<file path="src/rtl/elevator_controller_nfloor.sv">
// N-floor elevator controller: latches one-hot floor requests and serves them in SCAN order,
// with per-floor travel and door dwell timed by down-counters.
module elevator_controller_nfloor #(
    parameter int FLOORS        = 8,
    parameter int FLOOR_W       = 3,
    parameter int TRAVEL_CYCLES = 4,
    parameter int DOOR_CYCLES   = 6
) (
    input  logic               clk,
    input  logic               rst,
    input  logic [FLOORS-1:0]  floor_request,
    output logic [FLOOR_W-1:0] current_floor,
    output logic               move_up,
    output logic               move_down,
    output logic               door_open,
    output logic               dir_up,
    output logic [FLOORS-1:0]  pending,
    output logic               busy
);

    localparam int TW = $clog2(TRAVEL_CYCLES + 1);
    localparam int DW = $clog2(DOOR_CYCLES + 1);

    typedef enum logic [1:0] {IDLE, MOVE_UP, MOVE_DOWN, DOOR} state_t;

    state_t             state, state_n;
    logic [FLOOR_W-1:0] floor_n, floor_step;
    logic               dir_n;
    logic [TW-1:0]      tcnt, tcnt_n;
    logic [DW-1:0]      dcnt, dcnt_n;
    logic [FLOORS-1:0]  served, req_all;
    logic [1:0]         pick;

    function automatic logic any_above(input logic [FLOORS-1:0] p, input logic [FLOOR_W-1:0] f);
        logic r;
        r = 1'b0;
        for (int i = 0; i < FLOORS; i++)
            if (i > int'(f) && p[i]) r = 1'b1;
        return r;
    endfunction

    function automatic logic any_below(input logic [FLOORS-1:0] p, input logic [FLOOR_W-1:0] f);
        logic r;
        r = 1'b0;
        for (int i = 0; i < FLOORS; i++)
            if (i < int'(f) && p[i]) r = 1'b1;
        return r;
    endfunction

    // Returns {go, up}: keep the sweep direction if work lies ahead, else reverse, else stop.
    function automatic logic [1:0] pick_dir(input logic [FLOORS-1:0] p, input logic [FLOOR_W-1:0] f,
                                            input logic dir);
        logic up_ok, dn_ok;
        up_ok = any_above(p, f);
        dn_ok = any_below(p, f);
        if (dir && up_ok)       return 2'b11;
        else if (!dir && dn_ok) return 2'b10;
        else if (up_ok)         return 2'b11;
        else if (dn_ok)         return 2'b10;
        else                    return 2'b00;
    endfunction

    assign req_all    = pending | floor_request;
    assign floor_step = (state == MOVE_UP) ? current_floor + FLOOR_W'(1) : current_floor - FLOOR_W'(1);
    assign busy       = (state != IDLE) || (|pending);

    always_comb begin
        state_n = state;
        floor_n = current_floor;
        dir_n   = dir_up;
        tcnt_n  = tcnt;
        dcnt_n  = dcnt;
        served  = '0;
        pick    = 2'b00;
        case (state)
            IDLE: begin
                if (pending[current_floor]) begin
                    served[current_floor] = 1'b1;
                    state_n = DOOR;
                    dcnt_n  = DW'(DOOR_CYCLES - 1);
                end else begin
                    pick = pick_dir(pending, current_floor, dir_up);
                end
            end
            DOOR: begin
                if (floor_request[current_floor]) begin
                    served[current_floor] = 1'b1;
                    dcnt_n = DW'(DOOR_CYCLES - 1);
                end else if (dcnt != '0) begin
                    dcnt_n = dcnt - DW'(1);
                end else begin
                    pick    = pick_dir(req_all, current_floor, dir_up);
                    state_n = IDLE;
                end
            end
            MOVE_UP, MOVE_DOWN: begin
                if (tcnt != '0) begin
                    tcnt_n = tcnt - TW'(1);
                end else begin
                    floor_n = floor_step;
                    if (req_all[floor_step]) begin
                        served[floor_step] = 1'b1;
                        state_n = DOOR;
                        dcnt_n  = DW'(DOOR_CYCLES - 1);
                    end else begin
                        pick    = pick_dir(req_all, floor_step, dir_up);
                        state_n = IDLE;
                    end
                end
            end
            default: state_n = IDLE;
        endcase
        if (pick[1]) begin
            state_n = pick[0] ? MOVE_UP : MOVE_DOWN;
            dir_n   = pick[0];
            tcnt_n  = TW'(TRAVEL_CYCLES - 1);
        end
    end

    always_ff @(posedge clk) begin
        if (rst) begin
            state         <= IDLE;
            current_floor <= '0;
            pending       <= '0;
            dir_up        <= 1'b1;
            tcnt          <= '0;
            dcnt          <= '0;
            move_up       <= 1'b0;
            move_down     <= 1'b0;
            door_open     <= 1'b0;
        end else begin
            state         <= state_n;
            current_floor <= floor_n;
            pending       <= req_all & ~served;
            dir_up        <= dir_n;
            tcnt          <= tcnt_n;
            dcnt          <= dcnt_n;
            move_up       <= (state_n == MOVE_UP);
            move_down     <= (state_n == MOVE_DOWN);
            door_open     <= (state_n == DOOR);
        end
    end

endmodule

</file>
<file path="config.mk">
export PLATFORM = sky130hd
export DESIGN_NAME = elevator_controller_nfloor
export DESIGN_NICKNAME = d
export VERILOG_FILES = /design/src/rtl/elevator_controller_nfloor.sv
export SDC_FILE = /design/constraint.sdc
export NUM_CORES = 1
export LEC_CHECK = 0
export CORE_MARGIN = 1
export CORE_UTILIZATION = 41
export DETAILED_ROUTE_END_ITERATION = 8
export GPL_ROUTABILITY_DRIVEN = 0
export PLACE_DENSITY = 0.73
export SYNTH_ARGS = -nofsm -noshare
export SYNTH_HDL_FRONTEND = slang
export SYNTH_SLANG_ARGS = --single-unit
</file>
<file path="constraint.sdc">
create_clock -name clk -period 6.5 [get_ports clk]
set_input_delay 0.975 -clock clk [delete_from_list [all_inputs] [get_ports clk]]
set_output_delay 0.975 -clock clk [all_outputs]
set_load 0.1 [all_outputs]
</file>
==> results.json <==
{
  "startpoint_type": "flip-flop",
  "critPathKind": "flip-flop to flip-flop",
  "holdBufCountCts": 0,
  "synthDistinctLibCells": 66,
  "grt_util_met1_pct": 32.30,
  "cts_tree": "done",
  "final_max_slew_viol_count": 0,
  "busiest_layer": "met2",
  "synthFlopType": "dfxtp_1",
  "areaGrowthSynthToFinish_pct": 15.53,
  "portBuffers": 25,
  "routed_wl_um": 6244,
  "routedWlPerCell_um": 17.59,
  "row_count": 25,
  "path_buf_inv": 1,
  "status": "finished clean",
  "drt_iter0_drc": 269,
  "viasPerCell": 6.392,
  "drc": 0,
  "synth_area_per_cell_um2": 7.761,
  "postCtsSetupBuffers": 0,
  "fin_area_um2": 2430,
  "cts.sinks": 23,
  "finClkSkew_ps": 10.07,
  "synth_edf_count": 0,
  "synth_warnings": 0,
  "die_h_um": 73.63,
  "initial_core_util_pct": 43.66,
  "max-vdd-ir-drop_mv": 0.2983,
  "critPathMaxStageDelay_ps": 810,
  "die_x_um": 73.63,
  "grt_pass1_vias": 1977,
  "synth_nets": 294,
  "worstPathArrival_ps": 3850,
  "critical-path-top-delay-family": "flip-flops",
  "ioPinCount": 26,
  "cts_resized": 0,
  "max_slew_margin_pct": 34.52,
  "dp_hpwl_um": 4626,
  "cp_cell_sequence": "inv_1 > ha_1 > xnor2_1 > mux4_1 > mux2_4 > nor3_2 > nor3_1 > and4b_1 > o2bb2ai_1",
  "grt_setup_unrepaired": "no",
  "coreArea_um2": 4817,
  "syn-cell-area_um2": 2103,
  "nFillCells": 500,
  "worstMarginPinSlew_ps": 979.1,
  "critPathMaxFanout": 21,
  "gr-usage-all-layers_pct": 23.96,
  "drt-pass1-iter-count": 5,
  "n_antenna_cell": 0,
  "worstPathRequired_ps": 6640,
  "clk_pin_slew_worst_paths_ps": 90,
  "cts_root_buf": "clkbuf_8",
  "post-route-period-util_pct": 57.03,
  "insertion_delay_ps": 270,
  "gr-usage-met3_pct": 3.704,
  "async_reset_ff_share_pct": 0,
  "crit_slowest_cell": "dfxtp_1",
  "drv_cap": 0,
  "end_kind": "flip-flop",
  "setup_violations": 0,
  "grt_pass1_wl_um": 9901,
  "final_nets": 312,
  "ys_ff_latch": 23,
  "gr-total-overflow": 0,
  "vias": 2269,
  "grt_use_met2_pct": 36.60,
  "max_freq_mhz": 269.8,
  "finalSetupTns_ps": 0,
  "p_leak_nw": 0.8719,
  "netlist_instances": 271,
  "period_needed_ps": 3707,
  "powerDensity_nw_per_um2": 586.9,
  "hold_path_class": "flip-flop to flip-flop",
  "antenna_found_initial": 0,
  "ant_nets": 0,
  "design.die.area_um2": 5421,
  "finalHoldViolCount": 0,
  "seq_area_frac_synth_pct": 21.89,
  "ctsHtreeMaxLevel": 1,
  "drive_gt1_share_pct": 10.07,
  "clock_path_buffers": 2,
  "cts_buffers": 3,
  "grt_max_degree": 36,
  "placed_area_um2": 2384
}
-- registers in the layout, summed over array words and instances, names as in the netlist --
name,flops
current_floor,3
move_down,1
door_open,1
dcnt,3
pending,8
move_up,1
dir_up,1
tcnt,3
state,2
-- cell usage after synthesis (all sizes together) (3+ instances only) --
library cell  instances  area, um^2
a2111oi               4       35.03
a21o                  3       22.52
a21oi                28       151.4
a22oi                 4       30.03
and3                  3       18.77
buf                   7       38.79
clkbuf                6       22.52
dfxtp                23       460.4
ha                   13       162.7
inv                  15       56.30
mux2i                 7       70.07
mux4                  3       71.32
nand2                18       67.56
nand2b                6       37.54
nand3                 9       50.05
nor2                 30       112.6
nor2b                 3       18.77
nor3                 12       65.06
o211ai                3       22.52
o21a                  3       22.52
o21ai                16       83.83
o22ai                 6       37.54
or2                   4       25.02
xnor2                 4       35.03
-- routing by layer --
metal,part of all wire [%],up-vias,wire (um)
met5,0,-,0
met4,3.1,0,196
met3,10,28,647
met2,44,149,2737
met1,43,1056,2662
li1,-,1036,-
-- stage by stage --
step	cells	setup WS (ps)	utilization (%)	total power [mW]	hold WS [ps]
after floorplan	271	3177	-	1.100	452.8
after global placement	351	3021	49.48	1.302	474.7
after detailed placement	351	2884	49.48	1.312	474.4
after CTS	355	2849	50.44	1.410	489.0
after global routing	355	2575	50.44	1.515	523.1
final	355	2793	50.44	1.426	488.3
-- cells by family (layout without fill, tap and decap cells) --
logic type	count (synthesis)	count (layout)	synth area share (%)
adder cells (fa/ha/maj)	13	13	7.734
buffers and inverters	28	45	5.592
multiplexers	12	12	7.971
AO/OA/AOI/OAI	91	91	30.40
AND/OR/NAND/NOR	99	99	24.33
XOR/XNOR	5	5	2.082
flip-flops	23	23	21.89
-- final timing paths --
kind,start,to,slack [ps],cells after the start
worst max-delay path,current_floor[1],move_up,2790,9
worst min-delay path,dcnt[0],dcnt[0],490,1
worst max register to register,current_floor[1],move_up,2790,9
worst min register to register,dcnt[0],dcnt[0],490,1
-- cell type report --
class / count / area [um^2] / share of cell area, %
Multi-Input combinational cell: 220 / 1525 / 62.77
Sequential cell: 23 / 460.4 / 18.95
Timing Repair Buffer: 26 / 257.7 / 10.61
Tap cell: 67 / 83.83 / 3.450
Inverter: 15 / 56.30 / 2.317
Clock buffer: 3 / 41.29 / 1.699
Clock inverter: 1 / 5.005 / 0.2060
-- where the power goes --
group          leakage [nW]  switching (mW)  total [mW]  internal, mW
logic                 0.656           0.700        1.08         0.376
clock network        0.0255          0.0471      0.0900        0.0429
registers             0.191          0.0741       0.259         0.185
total                 0.872           0.821        1.43         0.605
-- cell usage in the layout (no fill, tap or decap), types with 2 or more instances in the layout --
cell type,n
nor2b_1,3
nand4b_1,2
dfxtp_1,23
nand2b_1,6
nand3b_1,2
a311o_1,2
nand4_1,2
o2bb2ai_1,2
nand3_1,8
a31o_2,2
o31ai_1,2
nor3_1,11
inv_1,14
o21ai_0,14
o2111ai_1,2
ha_1,13
nor2_1,30
a21o_1,3
mux2i_1,7
mux4_2,2
a21oi_2,3
clkbuf_8,3
clkdlybuf4s50_1,25
a2111oi_0,4
xnor2_1,4
o211ai_1,3
a22oi_1,4
a21oi_1,25
or2_2,4
o22ai_1,6
o21a_1,3
and3_1,3
nand2_1,18
-- worst reg2reg max path, delay by kind of cell, from the launching register on --
kind | cells | cell delay [ps]
AND/OR/NAND/NOR | 3 | 520
multiplexers | 2 | 730
flip-flops | 1 | 810
AO/OA/AOI/OAI | 1 | 110
buffers and inverters | 1 | 320
adder cells (fa/ha/maj) | 1 | 400
XOR/XNOR | 1 | 690
Note: power is estimated with default switching activity, not from simulation.
==> variant 1 (same settings) <==
`pending` no longer has a reset.
--- a/src/rtl/elevator_controller_nfloor.sv
+++ b/src/rtl/elevator_controller_nfloor.sv
@@ -123,3 +123,2 @@
             current_floor <= '0;
-            pending       <= '0;
             dir_up        <= 1'b1;
@@ -133,3 +132,2 @@
             current_floor <= floor_n;
-            pending       <= req_all & ~served;
             dir_up        <= dir_n;
@@ -143,2 +141,6 @@
 
+    always_ff @(posedge clk) begin
+        pending <= req_all & ~served;
+    end
+
 endmodule
Formal check against the unedited RTL: not equivalent (Yosys sat finds a counterexample within 4 cycles, from zero or initial values and one cycle with rst high).
==> variant 1 against the unedited design <==
  * Area after synthesis is 1.7% higher
  * Die area is 1.7% higher
  * Clock skew is 4.9 ps lower
  * Sequential cell count stayed put
  * Routed wire length is 4.0% lower
  * Core utilization hardly changed
  * Setup slack worse by 110 ps
  * Largest cell class unchanged
  * Critical path type unchanged
  * Final area is 1.4% higher
Power is left out: the tool's default activity adds up to more than one toggle a clock period on the data nets, which glitch-free logic cannot reach.
==> variant 1: results (changes against the unedited design) <==
stage,metric,value,unit,change
status,status,"complete, no violations",,unchanged
worst_setup_path,kind of cell adding the most delay to the critical path,compound AO/OA/AOI/OAI gates,,was flip-flops
worst_setup_path,Reg2Reg Depth,10,,was 9
global_routing,vias in the first global route,1975,,was 1977
worst_setup_path,largest fanout on the critical path,31,,was 21
routing,vias per inst,6.18,,was 6.39
global_routing,first-pass GRT wire length,9890,um,was 9900 um
routing,first-iteration detailed-routing DRC count,402,,was 269
worst_setup_path,Crit-path slowest cell,xor2_1,,was dfxtp_1
finish,layout cell share with drive strength beyond 1,9.86,%,was 10.1%
finish,nets,317,,was 312
routing,Routed WL,6000,um,was 6240 um
logic_synthesis,Yosys cell types,63,,was 66
place,pre-CTS WS,2780,ps,was 2880 ps
routing,WL met1,2650,um,was 2660 um
worst_setup_path,Worst EP arrival,3980,ps,was 3850 ps
logic_synthesis,synth top area cells,"dfxtp_1, ha_1, nor2_1, a21oi_1, nand2_1",,"was dfxtp_1, ha_1, a21oi_1, nor2_1, mux2i_1"
logic_synthesis,cells after synthesis,277,,was 271
routing,metal3 WL,470,um,was 647 um
min_path,hold_sp,dcnt[1],,was dcnt[0]
place,"Cell Area, Placed",2420,sq um,was 2380 sq um
worst_setup_path,reg-to-reg endpoint,state[1],,was move_up
worst_setup_path,Worst R2R Setup Slack,2690,ps,was 2790 ps
global_routing,Tot GR Track Use,23.0,%,was 24.0%
timing,Setup Skew,5.17,ps,was 10.1 ps
logic_synthesis,Synth top cells by count,"nor2_1, a21oi_1, dfxtp_1, nand2_1, inv_1",,"was nor2_1, a21oi_1, dfxtp_1"
logic_synthesis,Synthesized Nets,299,,was 294
place,placed cells,357,,was 351
-- variant 1: layout make-up --
cell class / count / area (sq um)
clock buffers: 3 / 41.3
clock inverters: 1 / 5.00
fillers: 499 / 2420
flip-flops and latches: 23 / 460
inverters: 15 / 56.3
well taps: 67 / 83.8
repair buffers: 27 / 265
multi-input cells: 225 / 1550
-- variant 1: per-layer routing --
| layer | vias up | track usage [%] |
|---|---|---|
| li1 | 1073 | - |
| met1 | 1015 | 32.4 |
| met2 | 124 | 35.7 |
| met3 | 18 | 3.52 |
| met4 | 0 | 7.76 |
| met5 | - | 0 |
-- variant 1: cell families (layout without fill, tap and decap cells) --
logic type	Yosys count	after routing	share of synthesized area (%)
flops	23	23	21.5
xor+xnor	5	5	2.05
fa+ha+maj	12	12	7.02
compound gates	92	92	32.7
buf+inv	29	46	5.96
simple gates	109	109	25.6
mux	7	7	5.15
==> variant 2 (same flow settings) <==
Without the edit above. Change the parameter `FLOORS` from 8 to 10.
--- a/src/rtl/elevator_controller_nfloor.sv
+++ b/src/rtl/elevator_controller_nfloor.sv
@@ -3,3 +3,3 @@
 module elevator_controller_nfloor #(
-    parameter int FLOORS        = 8,
+    parameter int FLOORS        = 10,
     parameter int FLOOR_W       = 3,
Interface: changed (resized floor_request and pending); port bits go from 26 to 30. No check against the original RTL was run, so the function may have changed too.
==> variant 2 against the unedited design <==
  * Power rose by 3.8%
  * Final area rose by 6.1%
  * Die area rose by 5.1%
  * Sequential cell count rose by 2
  * Routed wire length rose by 6.1%
  * Hold slack got worse by 51 ps
  * Critical endpoint unchanged
  * Setup slack got worse by 320 ps
  * Via count rose by 4.4%
  * Area after synthesis rose by 5.2%
  * Sequential power rose by 10%
==> variant 2: results (changes against the unedited design) <==
stage,metric,value,unit,change
status,status,"complete, no violations",,unchanged
min_path,path category of the worst min-delay check,reg -> reg,,unchanged
finish,nets,333,,was 312
finish,layout cell share with drive strength beyond 1,6.84,%,was 10.1%
finish,Fill cells,507,,was 500
logic_synthesis,Synth top cells by count,"nor2_1, a21oi_1, dfxtp_1",,unchanged
global_routing,antenna violations before repair,0,,unchanged
clocking,number of post-CTS setup repair buffers,0,,unchanged
timing,Setup Skew,4.37,ps,was 10.1 ps
worst_setup_path,Worst EP arrival,4230,ps,was 3850 ps
clocking,Num CTS Buffers,3,,unchanged
timing,worst relative slew slack,34.4,%,was 34.5%
global_routing,first-pass GRT wire length,10300,um,was 9900 um
place,HPWL after DPL,4820,um,was 4630 um
place,pre-CTS WS,2560,ps,was 2880 ps
clocking,CTS resizes,0,,unchanged
logic_synthesis,Synth Flop Type,dfxtp_1,,unchanged
worst_setup_path,Crit-path slowest cell,dfxtp_1,,unchanged
place,Port Buffers,29,,was 25
clocking,CTS root buffer,clkbuf_8,,unchanged
clocking,Worst-path clk slew,100,ps,
pwr,leakage power,0.935,nW,was 0.872 nW
global_routing,vias in the first global route,2046,,was 1977
worst_setup_path,largest fanout on the critical path,24,,was 21
finish,Largest register FFs,10,,was 8
routing,vias per inst,6.28,,was 6.39
logic_synthesis,"Seq/Total Area, Yosys",22.6,%,was 21.9%
routing,drt pass-1 iters,5,,unchanged
logic_synthesis,Synthesized Nets,312,,was 294
clocking,Worst-Skew Late Latency,280,ps,
logic_synthesis,Yosys cell types,60,,was 66
clocking,CTS Buffer Depth,2,,unchanged
pwr,maximum vdd drop,0.000302,V,was 0.000298 V
worst_setup_path,kind of cell adding the most delay to the critical path,multiplexers,,was flip-flops
routing,first-iteration detailed-routing DRC count,347,,was 269
logic_synthesis,ys async rst share,0,%,unchanged
finish,antenna cell count,0,,unchanged
logic_synthesis,synth top area cells,"dfxtp_1, ha_1, nor2_1, a21oi_1, nand2_1",,"was dfxtp_1, ha_1, a21oi_1, nor2_1, mux2i_1"
finish,Reg with most FFs,pending,,unchanged
routing,Routed WL,6620,um,was 6240 um
worst_setup_path,CP peak stage delay,800,ps,
global_routing,Tot GR Track Use,24.1,%,was 24.0%
clocking,htree depth,1,,unchanged
logic_synthesis,YS warnings,0,,unchanged
global_routing,pin count of the biggest net entering global routing,45,,was 36
pwr,Internal,0.626,mW,was 0.605 mW
variant 2: changes by cell type after synthesis, sizes merged, moves of 5 or more:
cell,delta
o22ai,-5
a31oi,+6
nor4,+6
o21ai,-5
nor2,+7
nor3,-8
variant 2: area by class of cell:
class	count	area, sq um	share of cell area [%]
clock inverter	1	8.76	0.340
inverter	15	56.3	2.18
clock buffer	3	41.3	1.60
sequential	25	500	19.4
timing repair buffer	31	305	11.8
multi-input combinational	232	1580	61.2
tap	70	87.6	3.40
variant 2: power groups by stage:
stage | Combinational [mW] | Sequential, mW | Clock, mW
floorplan | 0.695 | 0.425 | 0
global placement | 1.06 | 0.284 | 0
detailed placement | 1.07 | 0.285 | 0
CTS | 1.07 | 0.281 | 0.107
global route | 1.17 | 0.293 | 0.111
finish | 1.09 | 0.285 | 0.102
variant 2: logic make-up (layout without fill, tap and decap cells):
| family | Yosys count | in the layout | synth area share, % |
|---|---|---|---|
| AOI/OAI and AO/OA | 98 | 98 | 30.9 |
| adders and majority gates | 13 | 13 | 7.35 |
| DFF | 25 | 25 | 22.6 |
| and+or+nand+nor | 107 | 107 | 24.3 |
| xor gates and xnor gates | 6 | 6 | 3.05 |
| buffers and inverters | 30 | 50 | 6.10 |
| muxes | 8 | 8 | 5.71 |
variant 2: final timing paths:
kind	start	end	slack (ps)	cells after the start
max reg2reg	current_floor[1]	move_up	2470	10
min	dcnt[0]	dcnt[0]	440	1
min reg2reg	dcnt[0]	dcnt[0]	440	1
max	current_floor[1]	move_up	2470	10
variant 2: routing by layer:
metal	routed length, um	GRT usage [%]	vias up
met3	641	5.82	27
li1	-	-	1122
met4	173	9.88	0
met5	0	0	-
met2	3000	38.8	156
met1	2810	31.1	1063
variant 2: per-stage QoR:
stage          utilization (%)  cell area [sq um]  instances
3_3_place_gp              49.2               2530        373
6_report                  50.1               2580        377
2_1_floorplan                -               2210        287
5_1_grt                   50.1               2580        377
4_1_cts                   50.1               2580        377
3_5_place_dp              49.2               2530        373
